<file path="src/rtl/multicycle_alu_if.sv">
// Operand/result bundle and start/busy/done handshake
// between the multi-cycle control and the ALU.
interface multicycle_alu_if #(
  parameter int WIDTH = 32,
  parameter int OP_W  = 5
);
  logic             start;
  logic [OP_W-1:0]  alu_op;
  logic [WIDTH-1:0] alu_a;
  logic [WIDTH-1:0] alu_b;
  logic [WIDTH-1:0] alu_out;
  logic [WIDTH-1:0] alu_hi;
  logic             flag;
  logic             div_zero;
  logic             busy;
  logic             done;

  modport master (
    output start, alu_op, alu_a, alu_b,
    input  alu_out, alu_hi, flag,
    input  div_zero, busy, done
  );

  modport slave (
    input  start, alu_op, alu_a, alu_b,
    output alu_out, alu_hi, flag,
    output div_zero, busy, done
  );
endinterface

</file>
<file path="src/rtl/multicycle_alu.sv">
// Multi-cycle MIPS ALU: one-cycle arithmetic/logic/shift ops,
// iterative shift-add multiply and restoring divide into HI/LO.
module multicycle_alu #(
  parameter int WIDTH = 32,
  parameter int OP_W  = 5,
  parameter int SH_W  = 5
) (
  input logic             clk,
  input logic             rst_n,
  multicycle_alu_if.slave bus
);
  typedef enum logic [1:0] {
    IDLE, MUL, DIV, FIN
  } state_t;

  localparam logic [OP_W-1:0] OP_ZERO  = OP_W'(0);
  localparam logic [OP_W-1:0] OP_ADD   = OP_W'(1);
  localparam logic [OP_W-1:0] OP_SUB   = OP_W'(2);
  localparam logic [OP_W-1:0] OP_AND   = OP_W'(3);
  localparam logic [OP_W-1:0] OP_OR    = OP_W'(4);
  localparam logic [OP_W-1:0] OP_XOR   = OP_W'(5);
  localparam logic [OP_W-1:0] OP_NOR   = OP_W'(6);
  localparam logic [OP_W-1:0] OP_BGTZ  = OP_W'(7);
  localparam logic [OP_W-1:0] OP_SLT   = OP_W'(8);
  localparam logic [OP_W-1:0] OP_SLTU  = OP_W'(9);
  localparam logic [OP_W-1:0] OP_SLL   = OP_W'(10);
  localparam logic [OP_W-1:0] OP_SRL   = OP_W'(11);
  localparam logic [OP_W-1:0] OP_SRA   = OP_W'(12);
  localparam logic [OP_W-1:0] OP_MULT  = OP_W'(13);
  localparam logic [OP_W-1:0] OP_MULTU = OP_W'(14);
  localparam logic [OP_W-1:0] OP_DIV   = OP_W'(15);
  localparam logic [OP_W-1:0] OP_DIVU  = OP_W'(16);

  state_t             state;
  logic [SH_W-1:0]    cnt;
  logic [WIDTH-1:0]   p_hi;
  logic [WIDTH-1:0]   p_lo;
  logic [WIDTH-1:0]   mcand;
  logic               is_mul;
  logic               neg_lo;
  logic               neg_hi;
  logic               dz_r;
  logic [WIDTH-1:0]   out_r;
  logic [WIDTH-1:0]   hi_r;
  logic               flag_r;
  logic               dz_out;
  logic               busy_r;
  logic               done_r;

  logic [WIDTH-1:0]   a;
  logic [WIDTH-1:0]   b;
  logic [SH_W-1:0]    sh;
  logic               sgn_a;
  logic               sgn_b;
  logic [WIDTH-1:0]   abs_a;
  logic [WIDTH-1:0]   abs_b;
  logic               op_mul;
  logic               op_div;
  logic               op_sgn;
  logic [WIDTH-1:0]   opa;
  logic [WIDTH-1:0]   opb;

  assign a      = bus.alu_a;
  assign b      = bus.alu_b;
  assign sh     = b[SH_W-1:0];
  assign sgn_a  = a[WIDTH-1];
  assign sgn_b  = b[WIDTH-1];
  assign abs_a  = sgn_a ? -a : a;
  assign abs_b  = sgn_b ? -b : b;
  assign op_mul = (bus.alu_op == OP_MULT)
               || (bus.alu_op == OP_MULTU);
  assign op_div = (bus.alu_op == OP_DIV)
               || (bus.alu_op == OP_DIVU);
  assign op_sgn = (bus.alu_op == OP_MULT)
               || (bus.alu_op == OP_DIV);
  assign opa    = op_sgn ? abs_a : a;
  assign opb    = op_sgn ? abs_b : b;

  logic [WIDTH-1:0] sc_res;
  logic             sc_flag;

  always_comb begin
    sc_res  = '0;
    sc_flag = 1'b0;
    case (bus.alu_op)
      OP_ZERO: sc_res = '0;
      OP_ADD:  sc_res = a + b;
      OP_SUB:  sc_res = a - b;
      OP_AND:  sc_res = a & b;
      OP_OR:   sc_res = a | b;
      OP_XOR:  sc_res = a ^ b;
      OP_NOR:  sc_res = ~(a | b);
      OP_BGTZ: sc_flag = !sgn_a && (a != '0);
      OP_SLT:  sc_res = {{(WIDTH-1){1'b0}},
                         $signed(a) < $signed(b)};
      OP_SLTU: sc_res = {{(WIDTH-1){1'b0}}, a < b};
      OP_SLL:  sc_res = a << sh;
      OP_SRL:  sc_res = a >> sh;
      OP_SRA:  sc_res = $signed(a) >>> sh;
      OP_MULT, OP_MULTU,
      OP_DIV, OP_DIVU: sc_res = '0;
      default: sc_res = WIDTH'({(WIDTH/4+1){4'hC}});
    endcase
  end

  logic [WIDTH:0]     mul_sum;
  logic [WIDTH:0]     rs;
  logic               ge;
  logic [WIDTH-1:0]   rem_sub;
  logic [2*WIDTH-1:0] prod;
  logic [2*WIDTH-1:0] prod_fix;
  logic [WIDTH-1:0]   fin_lo;
  logic [WIDTH-1:0]   fin_hi;

  assign mul_sum  = {1'b0, p_hi}
                  + (p_lo[0] ? {1'b0, mcand} : '0);
  assign rs       = {p_hi, p_lo[WIDTH-1]};
  assign ge       = rs >= {1'b0, mcand};
  // rs < 2*divisor, so the difference fits in WIDTH bits
  assign rem_sub  = rs[WIDTH-1:0] - mcand;
  assign prod     = {p_hi, p_lo};
  assign prod_fix = neg_lo ? -prod : prod;

  always_comb begin
    fin_lo = neg_lo ? -p_lo : p_lo;
    fin_hi = neg_hi ? -p_hi : p_hi;
    if (is_mul) begin
      fin_lo = prod_fix[WIDTH-1:0];
      fin_hi = prod_fix[2*WIDTH-1:WIDTH];
    end
  end

  always_ff @(posedge clk or negedge rst_n) begin
    if (!rst_n) begin
      state  <= IDLE;
      cnt    <= '0;
      p_hi   <= '0;
      p_lo   <= '0;
      mcand  <= '0;
      is_mul <= 1'b0;
      neg_lo <= 1'b0;
      neg_hi <= 1'b0;
      dz_r   <= 1'b0;
      out_r  <= '0;
      hi_r   <= '0;
      flag_r <= 1'b0;
      dz_out <= 1'b0;
      busy_r <= 1'b0;
      done_r <= 1'b0;
    end else begin
      done_r <= 1'b0;
      case (state)
        IDLE: begin
          if (bus.start) begin
            cnt  <= SH_W'(WIDTH-1);
            dz_r <= 1'b0;
            if (op_mul) begin
              is_mul <= 1'b1;
              mcand  <= opa;
              p_lo   <= opb;
              p_hi   <= '0;
              neg_lo <= op_sgn && (sgn_a ^ sgn_b);
              neg_hi <= 1'b0;
              busy_r <= 1'b1;
              state  <= MUL;
            end else if (op_div) begin
              is_mul <= 1'b0;
              busy_r <= 1'b1;
              if (b == '0) begin
                p_lo   <= '1;
                p_hi   <= a;
                neg_lo <= 1'b0;
                neg_hi <= 1'b0;
                dz_r   <= 1'b1;
                state  <= FIN;
              end else begin
                p_lo   <= opa;
                p_hi   <= '0;
                mcand  <= opb;
                neg_lo <= op_sgn && (sgn_a ^ sgn_b);
                neg_hi <= op_sgn && sgn_a;
                state  <= DIV;
              end
            end else begin
              out_r  <= sc_res;
              hi_r   <= '0;
              flag_r <= sc_flag;
              dz_out <= 1'b0;
              done_r <= 1'b1;
            end
          end
        end
        MUL: begin
          p_hi <= mul_sum[WIDTH:1];
          p_lo <= {mul_sum[0], p_lo[WIDTH-1:1]};
          cnt  <= cnt - 1'b1;
          if (cnt == '0) state <= FIN;
        end
        DIV: begin
          p_hi <= ge ? rem_sub : rs[WIDTH-1:0];
          p_lo <= {p_lo[WIDTH-2:0], ge};
          cnt  <= cnt - 1'b1;
          if (cnt == '0) state <= FIN;
        end
        FIN: begin
          out_r  <= fin_lo;
          hi_r   <= fin_hi;
          flag_r <= 1'b0;
          dz_out <= dz_r;
          busy_r <= 1'b0;
          done_r <= 1'b1;
          state  <= IDLE;
        end
        default: state <= IDLE;
      endcase
    end
  end

  assign bus.alu_out  = out_r;
  assign bus.alu_hi   = hi_r;
  assign bus.flag     = flag_r;
  assign bus.div_zero = dz_out;
  assign bus.busy     = busy_r;
  assign bus.done     = done_r;
endmodule

</file>
<file path="src/flat_wrapper.sv">
// flat-port wrapper written by rule: the top's interface ports become plain ports
module multicycle_alu_flat 
#(
  parameter int WIDTH = 32,
  parameter int OP_W  = 5,
  parameter int SH_W  = 5
)
  (clk, rst_n, bus_start, bus_alu_op, bus_alu_a, bus_alu_b, bus_alu_out, bus_alu_hi, bus_flag, bus_div_zero, bus_busy, bus_done);
  multicycle_alu_if #(.WIDTH(WIDTH), .OP_W(OP_W)) bus_i ();
  input logic clk;
  input logic rst_n;
  input wire logic [$bits(bus_i.start)-1:0] bus_start;
  input wire logic [$bits(bus_i.alu_op)-1:0] bus_alu_op;
  input wire logic [$bits(bus_i.alu_a)-1:0] bus_alu_a;
  input wire logic [$bits(bus_i.alu_b)-1:0] bus_alu_b;
  output wire logic [$bits(bus_i.alu_out)-1:0] bus_alu_out;
  output wire logic [$bits(bus_i.alu_hi)-1:0] bus_alu_hi;
  output wire logic [$bits(bus_i.flag)-1:0] bus_flag;
  output wire logic [$bits(bus_i.div_zero)-1:0] bus_div_zero;
  output wire logic [$bits(bus_i.busy)-1:0] bus_busy;
  output wire logic [$bits(bus_i.done)-1:0] bus_done;
  assign bus_i.start = bus_start;
  assign bus_i.alu_op = bus_alu_op;
  assign bus_i.alu_a = bus_alu_a;
  assign bus_i.alu_b = bus_alu_b;
  assign bus_alu_out = bus_i.alu_out;
  assign bus_alu_hi = bus_i.alu_hi;
  assign bus_flag = bus_i.flag;
  assign bus_div_zero = bus_i.div_zero;
  assign bus_busy = bus_i.busy;
  assign bus_done = bus_i.done;
  multicycle_alu #(.WIDTH(WIDTH), .OP_W(OP_W), .SH_W(SH_W)) u_core (.clk(clk), .rst_n(rst_n), .bus(bus_i));
endmodule
</file>
<file path="config.mk">
export PLATFORM = sky130hd
export DESIGN_NAME = multicycle_alu_flat
export DESIGN_NICKNAME = d
export VERILOG_FILES = /design/src/rtl/multicycle_alu_if.sv /design/src/rtl/multicycle_alu.sv /design/src/flat_wrapper.sv
export SDC_FILE = /design/constraint.sdc
export NUM_CORES = 1
export LEC_CHECK = 0
export CAP_MARGIN = 20
export CORE_MARGIN = 4
export CORE_UTILIZATION = 50
export CTS_CLUSTER_SIZE = 28
export DETAILED_ROUTE_END_ITERATION = 10
export PLACE_DENSITY = 0.77
export SETUP_SLACK_MARGIN = 0.5
export SYNTH_ARGS = -nofsm -noshare
export SYNTH_HDL_FRONTEND = slang
export SYNTH_SLANG_ARGS = --single-unit
</file>
<file path="constraint.sdc">
create_clock -name clk -period 10 [get_ports clk]
set_input_delay 2 -clock clk [delete_from_list [all_inputs] [get_ports clk]]
set_output_delay 2 -clock clk [all_outputs]
set_load 0.02 [all_outputs]
</file>
# Word level (Yosys, flattened, before mapping)
# Index checks and enable logic that the tools add are counted.
# word_totals
output_inout_bits	68
elab_cells	156
regBits	175
# classes
n_eq_ne	25
reduce_logical	26
shifts	3
bitwise_logic	5
n_mux	69
n_lt_le_gt_ge	3
n_addsub	10
# ops
cell	count
two-way mux 32 bit	27
case mux 32 bit (12 select lines)	1
case mux 32 bit (3 select lines)	2
negation 32 bit	4
case mux 32 bit (2 select lines)	2
< comparator 32 bit	2
two-way mux 64 bit	1
negation 64 bit	1
subtractor 32 bit	2
== test 5 x 4 -> 1 bit, second input constant	8
adder 32 x 33 -> 33 bit	1
greater-or-equal comparator 33 x 32 -> 1 bit	1
adder 32 bit	1
bitwise AND 32 bit	1
logical NOT 32 bit	1
NOT 32 bit	1
OR 32 bit	1
nonzero test 32 bit	1
left shift 32 x 5 -> 32 bit	1
right shift 32 x 5 -> 32 bit	1
>>> shifter 32 x 5 -> 32 bit	1
XOR 32 bit	1
two-way mux 1 bit	25
== test 5 x 3 -> 1 bit, second input constant	4
other kinds (27)	50

# Longest topological paths before layout
# Gate-level depths: netlist of run 1.
# depth
word_depth	8
depth_mapped	18

# Worst setup path after synthesis of run 1
# No wires, ideal clock.
# synth_timing
kind	input-to-reg
startpoint	in bus_alu_b[1]
endpoint	reg u_core.out_r[13] (netlist: u_core.bus.alu_out[13])
slack_ns	4.056
t_arrival_ns	5.823
path_buffers	5
setup_time_ns	0.121
required_ns	9.879
cell_stages	17
path_cell_list	buf_2 > clkinv_1 > buf_2 > buf_1 > clkbuf_1 > clkbuf_1 > ha_1 > o21bai_1 > o211ai_1 > a31oi_1 > a221oi_1 > o21ai_0 > nor2_1 > a211oi_1 > a21oi_1 > or4_1 > a22o_1
# synth_via
elab_chain_cells	6
elab_cells_between_ends	10
cone_classes	2 x add/sub; 3 x shift; 5 x mux
# synth_lines
item	line	rtl
start: declaration	flat_wrapper.sv:15	input wire logic [$bits(bus_i.alu_b)-1:0] bus_alu_b;
subtractor 32 bit, or another cell as far along	multicycle_alu.sv:88	OP_SUB: sc_res = a - b;
case mux 32 bit (12 select lines) (*)	multicycle_alu.sv:85	case (bus.alu_op)
two-way mux 32 bit (*)	multicycle_alu.sv:166	end else if (op_div) begin
two-way mux 32 bit (*)	multicycle_alu.sv:157	if (op_mul) begin
two-way mux 32 bit (*)	multicycle_alu.sv:154	if (bus.start) begin
case mux 32 bit (2 select lines) (*)	multicycle_alu.sv:152	case (state)
end signal: assignment	multicycle_alu.sv:185	out_r <= sc_res;
end signal: assignment	multicycle_alu.sv:206	out_r <= fin_lo;
end: declaration	multicycle_alu.sv:43	logic [WIDTH-1:0] out_r;
# Mark *: on every way between the ends. The rest lies on a longest branch, timed or not. The select of a mux whose other input is x is not followed.
# A chain may end at the register's enable or synchronous reset.

# Final worst setup path of run 1
# layout_timing
startpoint	in bus_alu_op[3]
endpoint	reg u_core.p_hi[25]
# layout_via
elab_chain_cells	5
elab_cells_between_ends	11
cone_classes	5 x eq/ne; 3 x mux; 3 x reduce/logical
# layout_lines
item	line	rtl
start: declaration	flat_wrapper.sv:13	input wire logic [$bits(bus_i.alu_op)-1:0] bus_alu_op;
== test 5 x 4 -> 1 bit, on equally long branches	multicycle_alu.sv:70, multicycle_alu.sv:71	
logical OR 1 bit	multicycle_alu.sv:71	|| (bus.alu_op == OP_MULTU);
two-way mux 32 bit	multicycle_alu.sv:157	
two-way mux 32 bit	multicycle_alu.sv:154	
case mux 32 bit (3 select lines)	multicycle_alu.sv:152	
end signal: assignment	multicycle_alu.sv:194	p_hi <= mul_sum[WIDTH:1];
end signal: assignment	multicycle_alu.sv:200	p_hi <= ge ? rem_sub : rs[WIDTH-1:0];
end: declaration	multicycle_alu.sv:36	logic [WIDTH-1:0] p_hi;
# Several ways; a longest one is shown, not always the timed one. The select of a mux whose other input is x is not followed.

==> out/results.tsv, run 1 <==
metric	value	unit
status	finished clean	
GPL Wtd Cong	1.058	
Lkg Pwr	10.88	nW
pin count of the biggest net entering global routing	93	
unrepaired setup endpoints after global routing	false	
Post-CTS Setup Bufs	0	
critical path's most frequent cell	nand2_1	
Layout Nets	3524	
die area	0.05129	mm2
Core Area	0.04685	mm2
TritonCTS clock tree	yes	
WHS	0.4778	ns
area grow syn2layout	10.07	%
Worst path max stage delay	0.87	ns
worst slew pin tran	1.196	ns
Port Buf Inserts	139	
io pins	140	
flip-flop and latch area	0.004379	mm2
worst setup margin	3.476	ns
Final min period	6.524	ns
CTS Buffer Depth	2	
setup TNS	0	ns
Inserted Diodes	0	
1st-iter DRT viols	4129	
CTS Buf Count	17	
required time of the worst setup path	10.34	ns
clk sink count	175	
maximum fanout along the worst path	87	
initial antenna violation count	5	
Row Count	79	
total global routing overflow	0	
vias in the first global route	24680	
worst skew pair latency	0.48	ns
synthesized area per cell	7.252	um2
H-Tree Depth	4	
Final Setup Violations	0	
CP Capture Type	flip-flop	
gr usage total	0.4411	
EDFF count, synth	0	
first-pass GRT wire length	168.6	mm
Setup CP Type	in -> reg	
mapped cell area	0.02387	mm2
area of the multi-input gates	0.01799	mm2
total number of vias	27350	
DIE HEIGHT	226.5	um
achievable frequency	153.3	MHz
synth warn	0	
Worst Skew	0.02321	ns
ys async rst share	1.000	
Max Cap Viol	0	
WL/cell	30.03	um
# hold bufs at CTS	0	
startpoint types	input port	
syn nets	3545	
worst hold path type	reg -> reg	
Rel. slew slack	0.1944	
Top FF cell, synth	dfrtp_1	
sequential fraction of the synthesis area	0.1835	
Crit path max-delay family	buffers and inverters	
Max VDD drop	0.2037	mV
final-report hold violation count	0	
Final Cycle Share	0.6524	
synth unique cells	82	
fin. max-slew vios	0	
Place WS	3.238	ns
Worst Path Buf+Inv	2	
Fill cells	4546	
Mapped Cells	3291	
Placed Instances	3857	
register bit count reported by yosys	175	
Reg clk slew, reported paths	0.08	ns
Worst EP arrival	6.87	ns
worst path cell trace	clkdlybuf4s50_1 > nand3b_1 > o21ai_0 > nand2_1 > a21oi_4 > buf_4 > nand2_1 > a21oi_1 > nor3_1	
slowest CP cell	nand2_1	
initial core utilization	0.5094	
DRT Pass-1 Iters	8	
drt total wl	116.8	mm
fin cells	3890	
layout cells sized above 1	0.07036	
DRC	0	
Die Span X	226.5	um
clk root buf	clkbuf_16	
number of gates resized after cts	0	
Vias/cell	7.030	
PwrDens	297.7	mW/mm2
final antenna-violating net count	0	
DP HPWL	90.47	mm
-- path summary, 6_finish.rpt --
kind	start	end	slack, ns	depth (start not counted)
max	bus_alu_op[3]	u_core.p_hi[25]$_DFFE_PN0P_	3.48	9
min	u_core.bus.alu_hi[25]$_DFFE_PN0P_	u_core.bus.alu_hi[25]$_DFFE_PN0P_	0.48	2
max reg2reg	u_core.p_lo[0]$_DFFE_PN0P_	u_core.p_hi[31]$_DFFE_PN0P_	5.41	14
min reg2reg	u_core.bus.alu_hi[25]$_DFFE_PN0P_	u_core.bus.alu_hi[25]$_DFFE_PN0P_	0.48	2
max in group asynchronous	rst_n	u_core.p_hi[0]$_DFFE_PN0P_	7.29	2
min in group asynchronous	rst_n	u_core.bus.alu_out[13]$_DFFE_PN0P_	1.52	1
-- sequential cells by signal, summed over array words and instances, names as in the netlist --
register,cells
u_core.bus.alu_hi,32
u_core.bus.alu_out,32
u_core.bus.busy,1
u_core.bus.div_zero,1
u_core.bus.done,1
u_core.bus.flag,1
u_core.cnt,5
u_core.dz_r,1
u_core.is_mul,1
u_core.mcand,32
u_core.neg_hi,1
u_core.neg_lo,1
u_core.p_hi,32
u_core.p_lo,32
u_core.state,2
-- stage by stage --
step                      area (um2)  power, mW  utilization
final                          26270      7.821       0.5607
after global routing           26270      8.276       0.5607
after CTS                      26260      7.620       0.5605
after detailed placement       25630      6.865       0.5470
after global placement         25630      6.828       0.5470
after floorplan                23870      5.100            -
-- synthesized netlist by cell type (29+ instances only) --
cell | n | area (um2)
nand2b_1 | 29 | 181.4
a211oi_1 | 63 | 473.0
a31oi_1 | 48 | 300.3
a22o_1 | 37 | 324.1
inv_1 | 157 | 589.3
nand3_1 | 55 | 275.3
nor2_1 | 376 | 1411
a21o_1 | 47 | 352.8
xnor2_1 | 137 | 1200
o31ai_1 | 51 | 382.9
o211ai_1 | 33 | 247.7
a221oi_1 | 58 | 508.0
nand2_1 | 289 | 1085
xor2_1 | 48 | 420.4
mux2i_1 | 55 | 550.5
clkbuf_1 | 211 | 792.0
o21ai_0 | 240 | 1201
dfrtp_1 | 175 | 4379
ha_1 | 178 | 2227
mux2_2 | 56 | 630.6
a21oi_1 | 369 | 1847
nor3_1 | 78 | 390.4
-- cells by family after synthesis --
| logic type | Yosys count | share of synthesized area |
|---|---|---|
| xor gates and xnor gates | 185 | 0.06789 |
| adders and majority gates | 182 | 0.09668 |
| and+or+nand+nor | 1021 | 0.1960 |
| DFF | 175 | 0.1835 |
| buffers and inverters | 411 | 0.06590 |
| muxes | 135 | 0.07214 |
| AOI/OAI and AO/OA | 1182 | 0.3179 |
-- power breakdown --
part	switching, mW	internal (mW)
Clock	0.350	0.386
Combinational	3.40	2.07
Sequential	0.547	1.06
-- area by class of cell --
cell class / count / share of cell area
clock buffer: 17 / 0.01619
clock inverter: 15 / 0.007954
inverter: 161 / 0.02301
multi-input combinational: 2705 / 0.6847
sequential: 175 / 0.1667
tap: 607 / 0.02891
timing repair buffer: 210 / 0.07254
-- cell usage in the layout (no fill, tap or decap), types with 23 or more instances in the layout --
master           synthesis  layout
mux4_2                  24      24
nor3_1                  78      74
nand4_1                 23      23
o211ai_1                33      33
a221oi_1                58      58
xnor2_1                137     137
mux2_2                  56      56
o21ai_0                240     240
a31oi_1                 48      48
a211oi_1                63      63
mux2i_1                 55      55
inv_1                  157     157
xor2_1                  48      48
ha_1                   178     175
o21bai_1                24      24
buf_4                    0      71
dfrtp_1                175     175
a21oi_1                369     366
nand2_1                289     288
a22o_1                  37      37
clkdlybuf4s50_1          0     133
nand2b_1                29      29
a21o_1                  47      47
o31ai_1                 51      51
nand3_1                 55      55
nor2_1                 376     375
-- metal layers --
metal,vias to the layer above,global-route usage,share of wire
met5,-,0,0.00029
met4,6,0.2168,0.062
met3,360,0.1264,0.13
met2,1922,0.6343,0.41
met1,13060,0.6063,0.40
li1,12000,-,-
-- worst register-to-register path, stage by stage (launching register included) --
cell and delay, ns:
dfrtp_1 0.53, inv_1 0.11, buf_4 0.37, nor2_1 0.14
ha_1 0.35, nor2b_1 0.16, o31ai_1 0.43, a211o_1 0.32
a21oi_1 0.14, o31ai_1 0.60, o21ai_0 0.25, a221oi_1 0.43
nor2_1 0.10, a2111oi_0 0.42, a21oi_1 0.12
No activity file was read; power rests on OpenSTA's default activity.
==> run 2: changes to the inputs <==
PLACE_DENSITY = 0.79   (was 0.77)
clock period = 5.48 ns   (was 10 ns; I/O delays follow)
==> out/results.tsv, run 2 (same netlist as run 1, synthesis figures left out) <==
metric	value	unit	change
status	finished clean		unchanged
area grow syn2layout	12.61	%	was 10.07%
Worst path max stage delay	0.45	ns	was 0.87 ns
Worst EP arrival	5.08	ns	was 6.87 ns
CP Capture Type	flip-flop		unchanged
io pins	140		unchanged
Port Buf Inserts	139		unchanged
total global routing overflow	0		unchanged
setup TNS	0	ns	unchanged
leading cell type in the layout, fill and taps excluded	nor2_1		unchanged
total number of vias	27920		was 27350
fin. max-slew vios	0		unchanged
startpoint types	input port		unchanged
DRT Pass-1 Iters	8		unchanged
Max Cap Viol	0		unchanged
worst hold path type	reg -> reg		unchanged
TritonCTS clock tree	yes		unchanged
CTS Buf Count	17		unchanged
clk sink count	175		unchanged
worst path cell trace	clkdlybuf4s50_1 > ha_1 > fa_1 > a211oi_1 > nor3_1 > o311ai_0 > buf_4 > nand3_1 > nor3_2 > buf_4 > o41ai_1 > a21oi_1 > o21ai_0 > a21o_1 > a32o_1		was clkdlybuf4s50_1 > nand3b_1 > o21ai_0 > nand2_1 > a21oi_4 > buf_4 > nand2_1 > a21oi_1 > nor3_1
worst skew pair latency	0.49	ns	was 0.48 ns
initial antenna violation count	2		was 5
DP HPWL	87.98	mm	was 90.47 mm
Setup CP Type	in -> reg		unchanged
Die Span X	226.5	um	unchanged
final antenna-violating net count	0		unchanged
PwrDens	528.0	mW/mm2	was 297.7 mW/mm2
maximum fanout along the worst path	4		was 87
Core Area	0.04685	mm2	unchanged
Final Setup Violations	0		unchanged
Final Cycle Share	0.8567		
unrepaired setup endpoints after global routing	false		unchanged
Lkg Pwr	11.27	nW	was 10.88 nW
Post-CTS Setup Bufs	0		unchanged
Reg clk slew, reported paths	0.07	ns	was 0.08 ns
Layout Nets	3608		was 3524
Crit path max-delay family	compound AO/OA/AOI/OAI gates		was buffers and inverters
DRC	0		unchanged
first-pass GRT wire length	164.3	mm	was 168.6 mm
Row Count	79		unchanged
gr usage total	0.4268		was 0.4411
initial core utilization	0.5094		unchanged
worst slew pin tran	1.101	ns	was 1.196 ns
vias in the first global route	25010		was 24680
critical path's most frequent cell	buf_4		was nand2_1
Max VDD drop	0.3514	mV	was 0.2037 mV
WL/cell	28.53	um	was 30.03 um
slowest CP cell	fa_1		was nand2_1
Worst Path Buf+Inv	3		was 2
placed instance area	0.02630	mm2	was 0.02563 mm2
commonest non-fill, non-tap cells in the layout	nor2_1 (375), a21oi_1 (366), nand2_1 (288)		unchanged
Vias/cell	7.023		was 7.030
layout cells sized above 1	0.09210		was 0.07036
CTS Buffer Depth	2		unchanged
pin count of the biggest net entering global routing	153		was 93
Rel. slew slack	0.2582		was 0.1944
GPL Wtd Cong	1.150		was 1.058
achievable frequency	213.0	MHz	
die area	0.05129	mm2	unchanged
clk root buf	clkbuf_16		unchanged
Final min period	4.695	ns	
DIE HEIGHT	226.5	um	unchanged
Worst Skew	0.01365	ns	was 0.02321 ns
H-Tree Depth	4		unchanged
1st-iter DRT viols	4896		was 4129
drt total wl	113.4	mm	was 116.8 mm
required time of the worst setup path	5.87	ns	was 10.34 ns
fin area	0.02688	mm2	was 0.02627 mm2
final-report hold violation count	0		unchanged
==> run 2: report_power, final <==
group	internal, mW	switching (mW)	total (mW)
sequential	1.94	0.932	2.87
clock	0.642	0.592	1.23
combinational	3.90	6.18	10.1
total	6.48	7.71	14.2
==> run 2: metrics by stage <==
| stage | util | cells | hold slack (ns) | setup slack (ns) | total power [mW] |
|---|---|---|---|---|---|
| floorplan | - | 3291 | 0.4498 | 0.5805 | 9.307 |
| global placement | 0.5614 | 3942 | 0.4540 | 0.4579 | 12.45 |
| detailed placement | 0.5614 | 3942 | 0.4571 | 0.3144 | 12.55 |
| CTS | 0.5733 | 3973 | 0.4563 | 0.8428 | 13.83 |
| global route | 0.5735 | 3973 | 0.4843 | 0.5976 | 15.01 |
| finish | 0.5736 | 3975 | 0.4679 | 0.7854 | 14.19 |
==> run 2: path summary, 6_finish.rpt <==
path	from	to	slack, ns	cells past startpoint
max in group asynchronous	rst_n	u_core.mcand[4]$_DFFE_PN0P_	3.83	2
min in group asynchronous	rst_n	u_core.bus.alu_out[24]$_DFFE_PN0P_	0.48	1
min	u_core.bus.div_zero$_DFFE_PN0P_	u_core.bus.div_zero$_DFFE_PN0P_	0.47	2
max reg2reg	u_core.p_lo[0]$_DFFE_PN0P_	u_core.p_hi[31]$_DFFE_PN0P_	0.95	14
min reg2reg	u_core.bus.div_zero$_DFFE_PN0P_	u_core.bus.div_zero$_DFFE_PN0P_	0.47	2
max	bus_alu_a[0]	u_core.bus.alu_out[30]$_DFFE_PN0P_	0.79	15
==> run 2: worst reg2reg max path, cell delays in order (launching register included) <==
cell and delay [ns]:
dfrtp_1 0.55, inv_1 0.45, buf_4 0.36, nor2_1 0.08
ha_1 0.34, a21oi_1 0.21, o21ai_0 0.17, a21oi_1 0.28
a21oi_1 0.14, o31ai_1 0.54, o21ai_0 0.24, a221oi_1 0.42
nor2_1 0.09, a2111oi_0 0.41, a21oi_1 0.12
==> run 2: repair_timing <==
item	CTS	global route
setup endpoints to repair	0	2
hold buffers	0	0
resized for setup	0	2
==> run 2: layout make-up <==
type,instances,area [um2]
antenna,2,5.005
clock buffer,21,450.4
clock inverter,10,107.6
fill,4510,19980
inverter,161,604.3
multi-input combinational,2705,17980
sequential,175,4379
tap,607,759.5
timing repair buffer,294,2586
==> run 2: per-layer routing <==
layer  global-route usage  wire, um
met1               0.5783     44080
met4               0.2255      7745
met5                    0         0
met2               0.5992     45080
met3               0.1450     16520
